$ cat config.mk
export PLATFORM = sky130hd
export DESIGN_NAME = sync_ram_array
export DESIGN_NICKNAME = d
export VERILOG_FILES = /design/src/rtl/ram_pkg.sv /design/src/rtl/ram_rd_pipe.sv /design/src/rtl/sync_ram_array.sv
export SDC_FILE = /design/constraint.sdc
export NUM_CORES = 1
export LEC_CHECK = 0
export CAP_MARGIN = 20
export CORE_ASPECT_RATIO = 0.9
export CORE_UTILIZATION = 55
export DETAILED_ROUTE_END_ITERATION = 8
export PLACE_DENSITY = 0.8
export SLEW_MARGIN = 40
export SYNTH_ARGS = -nofsm -noshare
export SYNTH_HDL_FRONTEND = slang
export SYNTH_SLANG_ARGS = --single-unit
$ cat constraint.sdc
create_clock -name clk -period 5.6 [get_ports clk]
set_input_delay 1.12 -clock clk [delete_from_list [all_inputs] [get_ports clk]]
set_output_delay 1.12 -clock clk [all_outputs]
set_load 0.02 [all_outputs]
$ cat src/rtl/ram_pkg.sv
// Shared definitions for the sync_ram_array storage macro.
//   state_e : clear-sequencer states (IDLE, CLEAR)
//   RD_OLD / RD_NEW : read-during-write policy selectors for RD_MODE
package ram_pkg;

  typedef enum logic {
    IDLE  = 1'b0,
    CLEAR = 1'b1
  } state_e;

  localparam int RD_OLD = 0;  // same-address read returns prior contents
  localparam int RD_NEW = 1;  // same-address read returns the word being written

endpackage

$ cat src/rtl/ram_rd_pipe.sv
// Read-path delay stage: carries a valid strobe and its data word through
// RD_LAT register stages. Each data register loads only when the valid
// bit entering it is set, so the output word holds between results.
//   clk, rst_n : clock, asynchronous active-low reset
//   valid_i    : a result enters the pipe this cycle
//   data_i     : word accompanying valid_i
//   valid_o    : one-cycle strobe, RD_LAT cycles after valid_i
//   data_o     : last delivered word (held while valid_o = 0)
module ram_rd_pipe #(
  parameter int DATA_W = 8,
  parameter int RD_LAT = 1
) (
  input  logic              clk,
  input  logic              rst_n,
  input  logic              valid_i,
  input  logic [DATA_W-1:0] data_i,
  output logic              valid_o,
  output logic [DATA_W-1:0] data_o
);

  logic [RD_LAT-1:0] valid_q;
  logic [DATA_W-1:0] data_q [RD_LAT];

  always_ff @(posedge clk or negedge rst_n) begin
    if (!rst_n) begin
      valid_q <= '0;
      for (int i = 0; i < RD_LAT; i++) data_q[i] <= '0;
    end else begin
      // NOTE: non-blocking assignments let every stage sample the previous
      // stage's pre-edge value, which is what makes this a shift pipeline.
      valid_q[0] <= valid_i;
      if (valid_i) data_q[0] <= data_i;
      for (int i = 1; i < RD_LAT; i++) begin
        valid_q[i] <= valid_q[i-1];
        if (valid_q[i-1]) data_q[i] <= data_q[i-1];
      end
    end
  end

  assign valid_o = valid_q[RD_LAT-1];
  assign data_o  = data_q[RD_LAT-1];

endmodule

$ cat src/rtl/sync_ram_array.sv
// Single-clock RAM, one write port and one read port, DEPTH x DATA_W.
// Adds addressing with range checks, pipelined reads with a valid strobe,
// selectable read-during-write policy and a hardware clear sequencer.
//   clk, rst_n            : clock, asynchronous active-low reset
//   clr_req               : pulse to start clearing every word to INIT_VAL
//   busy                  : high while the clear sequence runs
//   write_en/addr/data    : write port (ignored while busy)
//   read_en/read_addr     : read request (ignored while busy)
//   read_data/read_valid  : read result, valid RD_LAT cycles after request
module sync_ram_array
  import ram_pkg::*;
#(
  parameter int              DATA_W     = 8,
  parameter int              DEPTH      = 16,
  localparam int             ADDR_W     = $clog2(DEPTH),
  parameter int              RD_LAT     = 1,
  parameter int              RD_MODE    = RD_OLD,
  parameter int              CLR_ON_RST = 1,
  parameter logic [DATA_W-1:0] INIT_VAL = '0
) (
  input  logic              clk,
  input  logic              rst_n,
  input  logic              clr_req,
  output logic              busy,
  input  logic              write_en,
  input  logic [ADDR_W-1:0] write_addr,
  input  logic [DATA_W-1:0] write_data,
  input  logic              read_en,
  input  logic [ADDR_W-1:0] read_addr,
  output logic [DATA_W-1:0] read_data,
  output logic              read_valid
);

  // One extra bit so DEPTH itself is representable for power-of-two sizes.
  localparam logic [ADDR_W:0] DEPTH_X = (ADDR_W+1)'(DEPTH);
  localparam state_e          RST_STATE = (CLR_ON_RST != 0) ? CLEAR : IDLE;

  logic [DATA_W-1:0] mem [DEPTH];

  state_e            state_q, state_d;
  logic [ADDR_W-1:0] clr_cnt_q, clr_cnt_d;

  logic              wr_in_range, rd_in_range;
  logic              wr_acc, rd_acc;
  logic              mem_we;
  logic [ADDR_W-1:0] mem_waddr;
  logic [DATA_W-1:0] mem_wdata;
  logic [DATA_W-1:0] rd_word;

  // busy comes straight from the state register, so it is glitch-free.
  assign busy = (state_q == CLEAR);

  assign wr_in_range = {1'b0, write_addr} < DEPTH_X;
  assign rd_in_range = {1'b0, read_addr}  < DEPTH_X;
  assign wr_acc      = write_en && !busy && wr_in_range;
  assign rd_acc      = read_en  && !busy;

  // Clear sequencer: clr_req is only looked at in IDLE, so a request
  // during CLEAR cannot restart the sweep.
  always_comb begin
    // NOTE: every output of this block gets a default first; a missing
    // assignment on some path would otherwise infer a latch.
    state_d   = state_q;
    clr_cnt_d = clr_cnt_q;
    unique case (state_q)
      IDLE: begin
        if (clr_req) begin
          state_d   = CLEAR;
          clr_cnt_d = '0;
        end
      end
      CLEAR: begin
        if (clr_cnt_q == ADDR_W'(DEPTH - 1)) begin
          state_d   = IDLE;
          clr_cnt_d = '0;
        end else begin
          clr_cnt_d = clr_cnt_q + ADDR_W'(1);
        end
      end
      default: state_d = IDLE;
    endcase
  end

  always_ff @(posedge clk or negedge rst_n) begin
    if (!rst_n) begin
      state_q   <= RST_STATE;
      clr_cnt_q <= '0;
    end else begin
      state_q   <= state_d;
      clr_cnt_q <= clr_cnt_d;
    end
  end

  // Single physical write port, shared by the clear sweep and the user.
  always_comb begin
    mem_we    = 1'b0;
    mem_waddr = write_addr;
    mem_wdata = write_data;
    if (busy) begin
      mem_we    = 1'b1;
      mem_waddr = clr_cnt_q;
      mem_wdata = INIT_VAL;
    end else if (wr_acc) begin
      mem_we = 1'b1;
    end
  end

  // NOTE: the array has no reset so it maps onto RAM macros; its contents
  // are defined only by writes or the clear sweep. While rst_n is held low
  // with CLR_ON_RST set, word 0 is rewritten with INIT_VAL, which the sweep
  // repeats anyway.
  always_ff @(posedge clk) begin
    if (mem_we) mem[mem_waddr] <= mem_wdata;
  end

  // Read word entering the pipe: out-of-range addresses read as zero;
  // with RD_NEW a same-address write in this cycle is forwarded.
  always_comb begin
    rd_word = '0;
    if (rd_in_range) begin
      rd_word = mem[read_addr];
      if (RD_MODE == RD_NEW && wr_acc && write_addr == read_addr) begin
        rd_word = write_data;
      end
    end
  end

  ram_rd_pipe #(
    .DATA_W (DATA_W),
    .RD_LAT (RD_LAT)
  ) u_rd_pipe (
    .clk     (clk),
    .rst_n   (rst_n),
    .valid_i (rd_acc),
    .data_i  (rd_word),
    .valid_o (read_valid),
    .data_o  (read_data)
  );

endmodule
==> results of run 1 <==
[registers in the layout, indices dropped and copies added, names as in the netlist]
| signal | cells |
|---|---|
| clr_cnt_q | 4 |
| mem | 128 |
| u_rd_pipe.data_o | 8 |
| busy | 1 |
| u_rd_pipe.valid_o | 1 |
[layer usage]
layer / up-vias / global-route usage
li1: 1496 / -
met3: 25 / 0.0531
met1: 1641 / 0.362
met5: - / 0
met2: 222 / 0.354
met4: 0 / 0.114
[synth_stat cells]
library cell,n,area (sq um)
o32a_1,2,20.0
buf_6,3,33.8
and3_1,1,6.26
a31oi_1,4,25.0
a2bb2oi_1,1,8.76
nand3_1,19,95.1
nand2_1,33,124
dfrtp_1,13,325
nor4b_1,1,8.76
nand3b_1,1,7.51
clkbuf_2,1,5.00
xor2_1,1,8.76
nor2b_1,10,62.6
and2_1,1,6.26
dfstp_2,1,26.3
nor3b_1,2,15.0
o21ai_0,2,10.0
inv_1,3,11.3
ha_1,1,12.5
nor2_1,22,82.6
clkbuf_1,1,3.75
a21oi_1,11,55.1
edfxtp_1,128,3840
nand4_1,6,37.5
o22ai_1,1,6.26
a22oi_1,18,135
buf_12,1,20.0
nand2b_1,4,25.0
a21o_1,1,7.51
buf_4,2,15.0
nor4bb_1,1,10.0
mux2i_1,64,641
o31ai_1,2,15.0
nor2_2,1,6.26
buf_8,1,15.0
buf_2,10,50.1
[kinds of logic after synthesis]
| family | share of synthesized area |
|---|---|
| adders and majority gates | 0.00216 |
| AOI/OAI and AO/OA | 0.0489 |
| muxes | 0.111 |
| DFF | 0.726 |
| buffers and inverters | 0.0266 |
| and+or+nand+nor | 0.0842 |
| xor gates and xnor gates | 0.00152 |
[power by group through the flow]
stage,clock [W],sequential [W],combinational [W]
final,0.00111,0.00154,0.000585
after global placement,0,0.00155,0.000551
after floorplan,0,0.00155,0.000343
after detailed placement,0,0.00156,0.000572
after CTS,0.00111,0.00154,0.000582
after global routing,0.00115,0.00157,0.000634
[layout make-up]
cell class / instances / area (sq um)
Tap cell: 129 / 161
Inverter: 3 / 11.3
Clock inverter: 14 / 169
Multi-Input combinational cell: 210 / 1460
Timing Repair Buffer: 33 / 319
Sequential cell: 142 / 4200
Clock buffer: 17 / 425
Fill cell: 702 / 3510
[worst min-delay path by stage]
stage | from | to | slack [ns]
after floorplan | mem[8][2] | u_rd_pipe.data_o[2] | 0.57
after global placement | u_rd_pipe.data_o[5] | u_rd_pipe.data_o[5] | 0.49
after detailed placement | u_rd_pipe.data_o[5] | u_rd_pipe.data_o[5] | 0.49
after CTS | u_rd_pipe.data_o[5] | u_rd_pipe.data_o[5] | 0.50
after global routing | u_rd_pipe.data_o[5] | u_rd_pipe.data_o[5] | 0.52
final | u_rd_pipe.data_o[5] | u_rd_pipe.data_o[5] | 0.51
[metrics by stage]
stage          std cells  area [sq um]  worst slack (ns)  hold WS [ns]   util
3_3_place_gp         517          6120              2.45         0.490  0.597
3_5_place_dp         517          6140              2.38         0.491  0.600
4_1_cts              548          6740              2.40         0.504  0.658
2_1_floorplan        374          5780              3.34         0.566      -
6_report             548          6740              2.40         0.505  0.658
5_1_grt              548          6740              2.32         0.520  0.658
==> flow_summary.ini, run 1 <==
[status]
status = finished, final reports clean

[worst_setup_path]
cp-startpoint = busy
critPathMaxFanout = 35
r2r_setup_slack_ns = 3.15
cp_data_arrival_time_ns = 2.08
critPathMaxStageDelay_ns = 0.93
timing.rr.start = busy
reg2reg_to = mem[0][5]
crit_family = flip-flops
required_ns = 4.48
worstSetupPathDepth = 1
end_kind = output pin
crit_path_cell_trace = clkdlybuf4s50_1
r2r_cells = 3
critPathSlowestCell = dfstp_2
critical_path.endpoint = busy
critPathKind = reg2out
startpoint_type = flip-flop
crit_buf_inv = 1

[flow_run]
maxCapViolations = 0

[global_route]
antenna_found_initial = 0
grt_max_degree = 65
grt.overflow.total = 0
grt.total_usage = 0.246
grt_pass1_vias = 3220
grt_pass1_wl_microns = 18500

[timing]
finalHoldViolCount = 0
worstMarginPinSlew_ns = 0.826
max_freq_mhz = 312
tns_ns = 0
skew_ns = 0.0106
maxSlewHeadroom = 0.447
fin_crit_sh = 0.572
grt_setup_unrepaired = false
setup_viol = 0
final_max_slew_viol_count = 0
fin_crit_ns = 3.20

[die]
start_util = 0.564
core_area_sq_um = 10200
dieWidth_microns = 110
row_count = 35
io-pin-count = 31
die-area_sq_um = 10900
chipHeight_microns = 99.3

[finish]
drive_above_1_share = 0.115
nets = 429
final_cell_mix = 128 x edfxtp_1, 64 x mux2i_1, 33 x nand2_1
num_antenna_cells = 0
syn_to_final_growth_pct = 16.6
layout_commonest_cell = edfxtp_1

[route]
ant_nets = 0
vias_per_cell = 6.18
wl_met2_microns = 5610
routed_wl_microns = 12200
vias = 3384
route.met3.wl_microns = 1120
routed.top_layer = met4
drtIter0Drc = 459
wl_met1_microns = 5170
firstDrtPassIters = 5
wl_per_cell_microns = 22.3
drc = 0

[clock_network]
htreeDepth = 4
cts-root-buf = clkbuf_16
cts-resized-gates = 0
cts_tree = yes
post_cts_buffers = 0
insertion_delay_ns = 0.42
clkTransAtPathRegs_ns = 0.06
clock_path_buffers = 2
hold_buffers = 0
clock-sinks = 142
numCtsBuffers = 17

[power]
p_int_w = 0.00233
p_total_w = 0.00324
power_switching_share = 0.280
max-vdd-ir-drop_v = 0.000294
p_comb_frac = 0.181
pwr-share-seq = 0.477
power_density_nw_per_um2 = 480
clkPwrFrac = 0.343
p_leak_nw = 2.46
switchingPower_w = 0.000908

[place]
place_congestion = 0.897
hpwl_microns = 7370
portBuffers = 30

[synthesis]
synthCells = 374
synth.avg_cell_area_sq_um = 15.5
ys_seq_area_frac = 0.726
synth_cell_types = 36
synth.cell_area_sq_um = 5780
ys_ff_latch = 142
yosys_warnings = 0
syn_nets = 396

[min_path]
min_path_cells = 2
hold_class = reg2reg
Note: power is estimated with default switching activity, not from simulation.
==> run 2: changes to the inputs <==
==> constraint.sdc (replaced) <==
create_clock -name clk -period 3.3 [get_ports clk]
set_input_delay 0.66 -clock clk [delete_from_list [all_inputs] [get_ports clk]]
set_output_delay 0.66 -clock clk [all_outputs]
set_load 0.02 [all_outputs]
==> flow_summary.ini, run 2 (synthesized netlist as in run 1, its figures left out) <==
[timing]
final_max_slew_viol_count = 0
fin_crit_sh = 0.816
maxSlewHeadroom = 0.516
skew_ns = 0.00466
worstMarginPinSlew_ns = 0.724
setup_viol = 0
tns_ns = 0
grt_setup_unrepaired = false
max_freq_mhz = 371
finalHoldViolCount = 0
fin_crit_ns = 2.69

[worst_setup_path]
crit_buf_inv = 1
crit_path_cell_trace = clkdlybuf4s50_1
startpoint_type = flip-flop
critPathKind = reg2out
critPathMaxFanout = 35
end_kind = output pin
required_ns = 2.64
cp_data_arrival_time_ns = 2.03
crit_family = flip-flops
critPathMaxStageDelay_ns = 0.90
critPathSlowestCell = dfstp_2

[route]
firstDrtPassIters = 5
drtIter0Drc = 290
routed_wl_microns = 11800
ant_nets = 0
vias_per_cell = 5.93
drc = 0
wl_per_cell_microns = 21.1
vias = 3307

[power]
max-vdd-ir-drop_v = 0.000576
power_density_nw_per_um2 = 820
p_leak_nw = 2.52

[die]
chipHeight_microns = 99.3
die-area_sq_um = 10900
row_count = 35
start_util = 0.564
dieWidth_microns = 110
io-pin-count = 31
core_area_sq_um = 10200

[place]
place_congestion = 0.821
hpwl_microns = 7720
postPlaceCellArea_sq_um = 6200
portBuffers = 30

[global_route]
grt.overflow.total = 0
grt_max_degree = 36
grt.total_usage = 0.242
grt_pass1_vias = 3252
antenna_found_initial = 0
grt_pass1_wl_microns = 18100

[clock_network]
insertion_delay_ns = 0.43
hold_buffers = 0
post_cts_buffers = 0
clock_path_buffers = 2
htreeDepth = 4
numCtsBuffers = 17
clkTransAtPathRegs_ns = 0.06
clock-sinks = 142
cts-resized-gates = 0
cts_tree = yes
cts-root-buf = clkbuf_16

[finish]
largest_reg_flops = 128
fillerInstances = 670
num_antenna_cells = 0
largest_register = mem
syn_to_final_growth_pct = 18.1
final_cell_mix = 128 x edfxtp_1, 64 x mux2i_1, 33 x nand2_1
design_area_sq_um = 6830
nets = 438
drive_above_1_share = 0.112
layout_commonest_cell = edfxtp_1

[flow_run]
maxCapViolations = 0

[status]
status = finished, final reports clean

[min_path]
hold_class = in2async
## run 2: path summary, 6_finish.rpt
| path | start | to | cells after the start | slack [ns] |
|---|---|---|---|---|
| min reg2reg | u_rd_pipe.data_o[3] | u_rd_pipe.data_o[3] | 2 | 0.48 |
| max in group asynchronous | rst_n | busy | 1 | 2.81 |
| min in group clk | u_rd_pipe.data_o[3] | u_rd_pipe.data_o[3] | 2 | 0.48 |
| max reg2reg | busy | mem[2][0] | 3 | 0.98 |
| min | rst_n | u_rd_pipe.data_o[3] | 1 | 0.16 |
| max | busy | busy | 1 | 0.61 |
## run 2: per-stage QoR
stage	hold WS, ns	setup slack (ns)	util	total power, W	std cells
after floorplan	0.364	1.45	-	0.00321	374
after global placement	0.467	0.771	0.605	0.00357	526
after detailed placement	0.470	0.715	0.605	0.00362	526
after CTS	0.483	0.596	0.667	0.00560	558
after global routing	0.180	0.521	0.666	0.00580	558
final	0.157	0.606	0.666	0.00559	558
## run 2: layer usage
layer	track usage	vias to the layer above	part of all wire
met5	0	-	0
met4	0.127	0	0.025
met3	0.0478	22	0.067
met2	0.363	152	0.48
met1	0.337	1623	0.43
li1	-	1510	-
## run 2: final cells by class
| type | instances | area, sq um | area share |
|---|---|---|---|
| inverter | 3 | 11.3 | 0.00165 |
| sequential | 142 | 4200 | 0.615 |
| clock inverter | 14 | 191 | 0.0280 |
| multi-input combinational | 210 | 1430 | 0.210 |
| timing repair buffer | 42 | 395 | 0.0579 |
| clock buffer | 18 | 439 | 0.0643 |
| tap | 129 | 161 | 0.0236 |
## run 2: power by group
part	switching (W)	internal (W)
Combinational	0.000636	0.000339
Clock	0.000719	0.00128
Sequential	0.000177	0.00244
Total	0.00153	0.00406
